### config.mk
export PLATFORM = sky130hd
export DESIGN_NAME = cbus_rr_arbiter
export DESIGN_NICKNAME = d
export VERILOG_FILES = /design/src/rtl/cbus_rr_arbiter_pkg.sv /design/src/rtl/cbus_rr_arbiter_rr_pick.sv /design/src/rtl/cbus_rr_arbiter.sv
export SDC_FILE = /design/constraint.sdc
export NUM_CORES = 1
export LEC_CHECK = 0
export ABC_AREA = 1
export ABC_CLOCK_PERIOD_IN_PS = 3850
export BUFFER_PORTS_ARGS = -buffer_cell sky130_fd_sc_hd__buf_4
export CAP_MARGIN = 20
export CORE_AREA = 2 2 226 228
export CTS_CLUSTER_DIAMETER = 80
export CTS_CLUSTER_SIZE = 24
export DETAILED_ROUTE_END_ITERATION = 8
export DIE_AREA = 0 0 228 230
export MAX_ROUTING_LAYER = met4
export PLACE_DENSITY_LB_ADDON = 0.12
export SYNTH_ARGS = -nofsm -noshare
export SYNTH_HDL_FRONTEND = slang
export SYNTH_HIERARCHICAL = 1
export SYNTH_SLANG_ARGS = --single-unit
export TNS_END_PERCENT = 5
### constraint.sdc
create_clock -name clk -period 3.85 [get_ports clk]
set_input_delay 0.1925 -clock clk [delete_from_list [all_inputs] [get_ports clk]]
set_output_delay 0.1925 -clock clk [all_outputs]
set_load 0.01 [all_outputs]
### src/rtl/cbus_rr_arbiter_pkg.sv
// Shared cbus types and arbiter state encoding.
//   cbus_req_t  : master -> memory request (valid, is_write, size, addr, strobe, data, len)
//   cbus_resp_t : memory -> master response (ready, last, data)
//   arb_state_t : arbiter FSM state (IDLE, BUSY)
package cbus_rr_arbiter_pkg;

  localparam int CBUS_ADDR_W = 32;
  localparam int CBUS_DATA_W = 32;
  localparam int CBUS_STRB_W = CBUS_DATA_W / 8;
  localparam int CBUS_LEN_W  = 8;

  typedef struct packed {
    logic                   valid;
    logic                   is_write;
    logic [2:0]             size;
    logic [CBUS_ADDR_W-1:0] addr;
    logic [CBUS_STRB_W-1:0] strobe;
    logic [CBUS_DATA_W-1:0] data;
    logic [CBUS_LEN_W-1:0]  len;
  } cbus_req_t;

  typedef struct packed {
    logic                   ready;
    logic                   last;
    logic [CBUS_DATA_W-1:0] data;
  } cbus_resp_t;

  typedef enum logic {
    IDLE = 1'b0,
    BUSY = 1'b1
  } arb_state_t;

endpackage

### src/rtl/cbus_rr_arbiter_rr_pick.sv
// Combinational rotating picker.
//   mask      : one bit per requester, 1 = requesting
//   start     : index scanned first; the scan wraps modulo N
//   winner    : first set index found from start upward (0 when nothing is set)
//   any_valid : at least one mask bit is set
module cbus_rr_arbiter_rr_pick #(
  parameter int N     = 4,
  parameter int SEL_W = $clog2(N)
) (
  input  logic [N-1:0]     mask,
  input  logic [SEL_W-1:0] start,
  output logic [SEL_W-1:0] winner,
  output logic             any_valid
);

  always_comb begin
    int               idx;
    logic [SEL_W-1:0] idx_s;
    winner    = '0;
    any_valid = |mask;
    idx       = 0;
    idx_s     = '0;
    // Scan from the far end back towards start so the closest hit is
    // written last and therefore wins.
    for (int k = N - 1; k >= 0; k--) begin
      idx = int'(start) + k;
      if (idx >= N) idx = idx - N;
      idx_s = SEL_W'(idx);
      if (mask[idx_s]) winner = idx_s;
    end
  end

endmodule

### src/rtl/cbus_rr_arbiter.sv
// Burst arbiter sharing the single cbus between NUM_REQ masters.
//   clk, resetn : clock, asynchronous active-low reset
//   ireqs       : per-master requests
//   iresps      : per-master responses (only the granted master sees oresp)
//   oreq        : request forwarded to the memory-side bus
//   oresp       : response from the memory-side bus
//   busy        : a grant is active
//   grant_idx   : granted master, meaningful only while busy
//   dbg_state   : FSM state
//   dbg_rr_ptr  : round-robin start pointer
//
// Handshake: a master raises valid and holds valid plus every request field
// stable until it sees ready && last on its response. Each beat completes on
// a clock edge where oresp.ready is high; the beat with last high ends the
// burst. Dropping valid early aborts the burst.
module cbus_rr_arbiter
  import cbus_rr_arbiter_pkg::*;
#(
  parameter int NUM_REQ      = 4,
  parameter int FIXED_PRIO   = 0,
  parameter int SEL_W        = $clog2(NUM_REQ),
  parameter int ABORT_ASSERT = 1
) (
  input  logic             clk,
  input  logic             resetn,
  input  cbus_req_t        ireqs  [NUM_REQ],
  output cbus_resp_t       iresps [NUM_REQ],
  output cbus_req_t        oreq,
  input  cbus_resp_t       oresp,
  output logic             busy,
  output logic [SEL_W-1:0] grant_idx,
  output arb_state_t       dbg_state,
  output logic [SEL_W-1:0] dbg_rr_ptr
);

  localparam logic [SEL_W-1:0] LAST_IDX = SEL_W'(NUM_REQ - 1);
  localparam logic [SEL_W-1:0] ONE      = SEL_W'(1);

  arb_state_t         state_q, state_d;
  logic [SEL_W-1:0]   grant_q, grant_d;
  logic [SEL_W-1:0]   rr_ptr_q, rr_ptr_d;
  logic [NUM_REQ-1:0] req_valid;
  logic [NUM_REQ-1:0] pick_mask;
  logic [SEL_W-1:0]   pick_start;
  logic [SEL_W-1:0]   pick_win;
  logic [SEL_W-1:0]   winner;
  logic               pick_any;

  always_comb begin
    req_valid = '0;
    for (int i = 0; i < NUM_REQ; i++) req_valid[i] = ireqs[i].valid;
  end

  // Fixed priority reuses the rotating picker: reversing the mask and
  // starting at 0 makes the highest valid index come out first.
  if (FIXED_PRIO != 0) begin : g_fixed
    always_comb begin
      pick_mask = '0;
      for (int i = 0; i < NUM_REQ; i++) pick_mask[i] = req_valid[NUM_REQ-1-i];
    end
    assign pick_start = '0;
    assign winner     = LAST_IDX - pick_win;
  end else begin : g_rr
    assign pick_mask  = req_valid;
    assign pick_start = rr_ptr_q;
    assign winner     = pick_win;
  end

  cbus_rr_arbiter_rr_pick #(
    .N     (NUM_REQ),
    .SEL_W (SEL_W)
  ) u_pick (
    .mask      (pick_mask),
    .start     (pick_start),
    .winner    (pick_win),
    .any_valid (pick_any)
  );

  always_ff @(posedge clk or negedge resetn) begin
    if (!resetn) begin
      state_q  <= IDLE;
      grant_q  <= '0;
      rr_ptr_q <= '0;
    end else begin
      state_q  <= state_d;
      grant_q  <= grant_d;
      rr_ptr_q <= rr_ptr_d;
    end
  end

  // oreq depends only on state and ireqs, so oresp never reaches oreq.
  always_comb begin
    state_d  = state_q;
    grant_d  = grant_q;
    rr_ptr_d = rr_ptr_q;
    oreq     = '0;
    for (int j = 0; j < NUM_REQ; j++) iresps[j] = '0;
    case (state_q)
      IDLE: begin
        // Decision cycle: register the winner, forward nothing yet.
        if (pick_any) begin
          grant_d = winner;
          state_d = BUSY;
        end
      end
      BUSY: begin
        oreq            = ireqs[grant_q];
        iresps[grant_q] = oresp;
        // Completion and abort both release the bus and rotate the pointer.
        if ((oresp.ready && oresp.last) || !ireqs[grant_q].valid) begin
          state_d  = IDLE;
          rr_ptr_d = (grant_q == LAST_IDX) ? '0 : grant_q + ONE;
        end
      end
      default: state_d = IDLE;
    endcase
  end

  assign busy       = (state_q == BUSY);
  assign grant_idx  = grant_q;
  assign dbg_state  = state_q;
  assign dbg_rr_ptr = rr_ptr_q;

  // A granted master dropping valid mid-burst leaves the memory side in an
  // undefined state; flag it in simulation.
  abort_seen: assert property (@(posedge clk) disable iff (!resetn)
    !((ABORT_ASSERT != 0) && state_q == BUSY && !ireqs[grant_q].valid));

endmodule

==> results.sh <==
export IMPL_powerDensity_nw_per_um2=668
export IMPL_die_y_um=230
export IMPL_r2r_start="grant_idx[0]"
export IMPL_grt_overflow=0
export IMPL_cpMaxStageDelayCell="dfrtp_4"
export IMPL_worstPathArrival_ps=2780
export IMPL_finalSetupViolCount=0
export IMPL_io_pins=583
export IMPL_fin_crit_ps=2980
export IMPL_drc=0
export IMPL_critPathLaunch="grant_idx[0]"
export IMPL_synth_cell_type_count=19
export IMPL_post_cts_buffers=0
export IMPL_fin_util_pct=18.0
export IMPL_postCtsHoldBufs=1
export IMPL_hold_violations=0
export IMPL_yosysSeqAreaShare_pct=3.18
export IMPL_cts_buffers=3
export IMPL_slew_headroom_pct=39.6
export IMPL_first_pass_iters=4
export IMPL_yosysTopAreaCellShare_pct=43.9
export IMPL_rrSetupSlack_ps=1680
export IMPL_p_leak_nw=4.46
export IMPL_fmax_mhz=336
export IMPL_vias_per_cell=3.66
export IMPL_drive_above_1_share_pct=42.8
export IMPL_grt_util_all_layers_pct=12.1
export IMPL_critPathMaxStageDelay_ps=770
export IMPL_h_tree_depth=1
export IMPL_clockRootBuffer="clkbuf_16"
export IMPL_grt_pass1_vias=7616
export IMPL_end_kind="output port"
export IMPL_slew_viol_final=0
export IMPL_rr_worst_depth=7
export IMPL_worstMarginPinSlew_ps=906
export IMPL_routed_wl_um=33200
export IMPL_final_cells=2089
export IMPL_path_clk_slew_ps=30
export IMPL_critPathKind="reg -> out"
export IMPL_grt_max_degree=154
export IMPL_worstSkewPairLatency_ps=230
export IMPL_num_rows=82
export IMPL_postSynthAreaPerCell_um2=4.40
export IMPL_cts_max_path_buffers=2
export IMPL_worst_ir_drop_vdd_v=0.000373
export IMPL_nNetsFinal=1782
export IMPL_r2r_end="dbg_rr_ptr[0]"
export IMPL_hold_class="in -> reg"
export IMPL_synth_seq_cells=5
export IMPL_dr_total_vias=7654
export IMPL_drv_cap=0
export IMPL_die_w_um=228
export IMPL_setup_tns_ps=0
export IMPL_grt_met3_usage_pct=2.29
export IMPL_area_growth_pct=128
export IMPL_initial_core_util_pct=7.90
export IMPL_p_total_w=0.00599
export IMPL_syn_inst=896
export IMPL_cpMostUsedCell="buf_4"
export IMPL_synth_top_cell_by_area="nor2_1"
export IMPL_grt_util_met1_pct=13.6
export IMPL_diodes=0
export IMPL_endpoint="iresps[73]"
export IMPL_finalClockSkew_ps=1.00
export IMPL_core_um2=49900
export IMPL_rsz0062_at_grt="no"
export IMPL_portBuffers=582
export IMPL_yosysWarnings=6
export IMPL_worstPathCellList="ha_1 -> clkinv_1 -> buf_4 -> nor2_1 -> buf_4"
export IMPL_use_met2_pct=22.8
export IMPL_status="finished clean"
export IMPL_syn_area_um2=3940
export IMPL_grt_pass1_wl_um=48200
export IMPL_cp_max_fo=46
export IMPL_critPathLaunchType="register"
export IMPL_cts_tree="yes"
export IMPL_gp_routability_congestion=0.855
export IMPL_synth_fp_nets=1260
export IMPL_grt_antenna_before_repair=1
export IMPL_drtIter0Drc=295
export IMPL_hpwl_um=26100
export IMPL_ant_nets=0
export IMPL_dieArea_um2=52400
export IMPL_clock_sinks=5
export IMPL_yosys_top_cells_area="nor2_1 (44%), o21ai_0 (11%), a21oi_1 (10%)"
export IMPL_finalCritPeriodShare_pct=77.3
export IMPL_cp_required_ps=3660
export IMPL_grt_busiest_layer="met2"
export IMPL_dp_cells=2084
export IMPL_wl_per_cell_um=15.9
export IMPL_ctsResizeCount=0
[routing by layer]
layer	vias up	part of all wire, %
met4	0	0.79
met2	377	53
met3	17	7.0
li1	3906	-
met1	3354	40
met5	-	0
[through the flow]
step | instance area [µm²] | hold WS, ps | setup WS [ps]
3_5_place_dp | 8880 | -0.362 | 975
4_1_cts | 8960 | 343 | 728
6_report | 8960 | 331 | 873
2_1_floorplan | 3940 | -103 | 1980
5_1_grt | 8960 | 353 | 659
3_3_place_gp | 8880 | 1.75 | 922
[cell usage after synthesis]
cell      number
buf_2         25
clkinv_1       4
buf_1          8
o21ai_1       79
inv_1          8
clkbuf_1      36
a21oi_1       82
nand3_1       12
buf_4          3
dfrtp_1        5
ha_1           4
o21ai_0       83
nand2_1       72
nor2_1       461
nand2_2        1
nand4_1        1
inv_2          3
nand3_2        1
buf_6          8
[placed cells by master, fill, tap and decap left out]
master | netlist | layout
clkinv_2 | 0 | 2
dfrtp_4 | 0 | 2
nand4_1 | 1 | 1
a21oi_1 | 82 | 82
inv_2 | 3 | 1
clkbuf_16 | 0 | 3
nand3_1 | 12 | 12
o21ai_1 | 79 | 79
nand3_2 | 1 | 1
inv_1 | 8 | 7
o21ai_0 | 83 | 83
nand2_1 | 72 | 72
dfrtp_1 | 5 | 3
buf_12 | 0 | 1
ha_1 | 4 | 4
buf_4 | 3 | 595
inv_4 | 0 | 1
clkinv_1 | 4 | 4
dlygate4sd3_1 | 0 | 1
nand2_2 | 1 | 1
clkbuf_1 | 36 | 1
nor2_1 | 461 | 461
[sequential cells by signal, summed over array words and instances (netlist names)]
| name | count |
|---|---|
| dbg_rr_ptr | 2 |
| grant_idx | 2 |
| busy | 1 |
[worst min-delay path by stage]
stage               startpoint       endpoint  cells after the start
CTS                  oresp[32]           busy                      4
detailed placement      resetn  dbg_rr_ptr[0]                      1
finish               oresp[32]           busy                      4
global route            resetn   grant_idx[0]                      2
floorplan               resetn           busy                      0
global placement        resetn  dbg_rr_ptr[0]                      1
[power breakdown]
| part | leakage, nW | switching (W) | internal [W] |
|---|---|---|---|
| combinational | 4.37 | 0.00335 | 0.00223 |
| sequential | 0.0577 | 0.000163 | 0.0000853 |
| clock | 0.0382 | 0.0000327 | 0.000137 |
| total | 4.46 | 0.00354 | 0.00245 |
[final cells by class]
class / instances / area (µm²)
Fill cell: 5943 / 40900
Timing Repair Buffer: 597 / 4500
Multi-Input combinational cell: 796 / 3350
Tap cell: 672 / 841
Sequential cell: 5 / 133
Clock buffer: 4 / 78.8
Inverter: 15 / 61.3
[kinds of logic (layout without fill, tap and decap cells)]
logic type | Yosys count | after routing | synth area share (%)
DFF | 5 | 5 | 3.18
AOI/OAI and AO/OA | 244 | 244 | 31.0
and+or+nand+nor | 548 | 548 | 52.9
buffers and inverters | 95 | 616 | 11.7
adders and majority gates | 4 | 4 | 1.27
[critical path: cells and delay by family, from the launching register on]
family,cells,cell delay [ps]
DFF,1,770
adders and majority gates,1,250
and+or+nand+nor,1,190
buffers and inverters,3,1320
No activity file was read; power rests on OpenSTA's default activity.
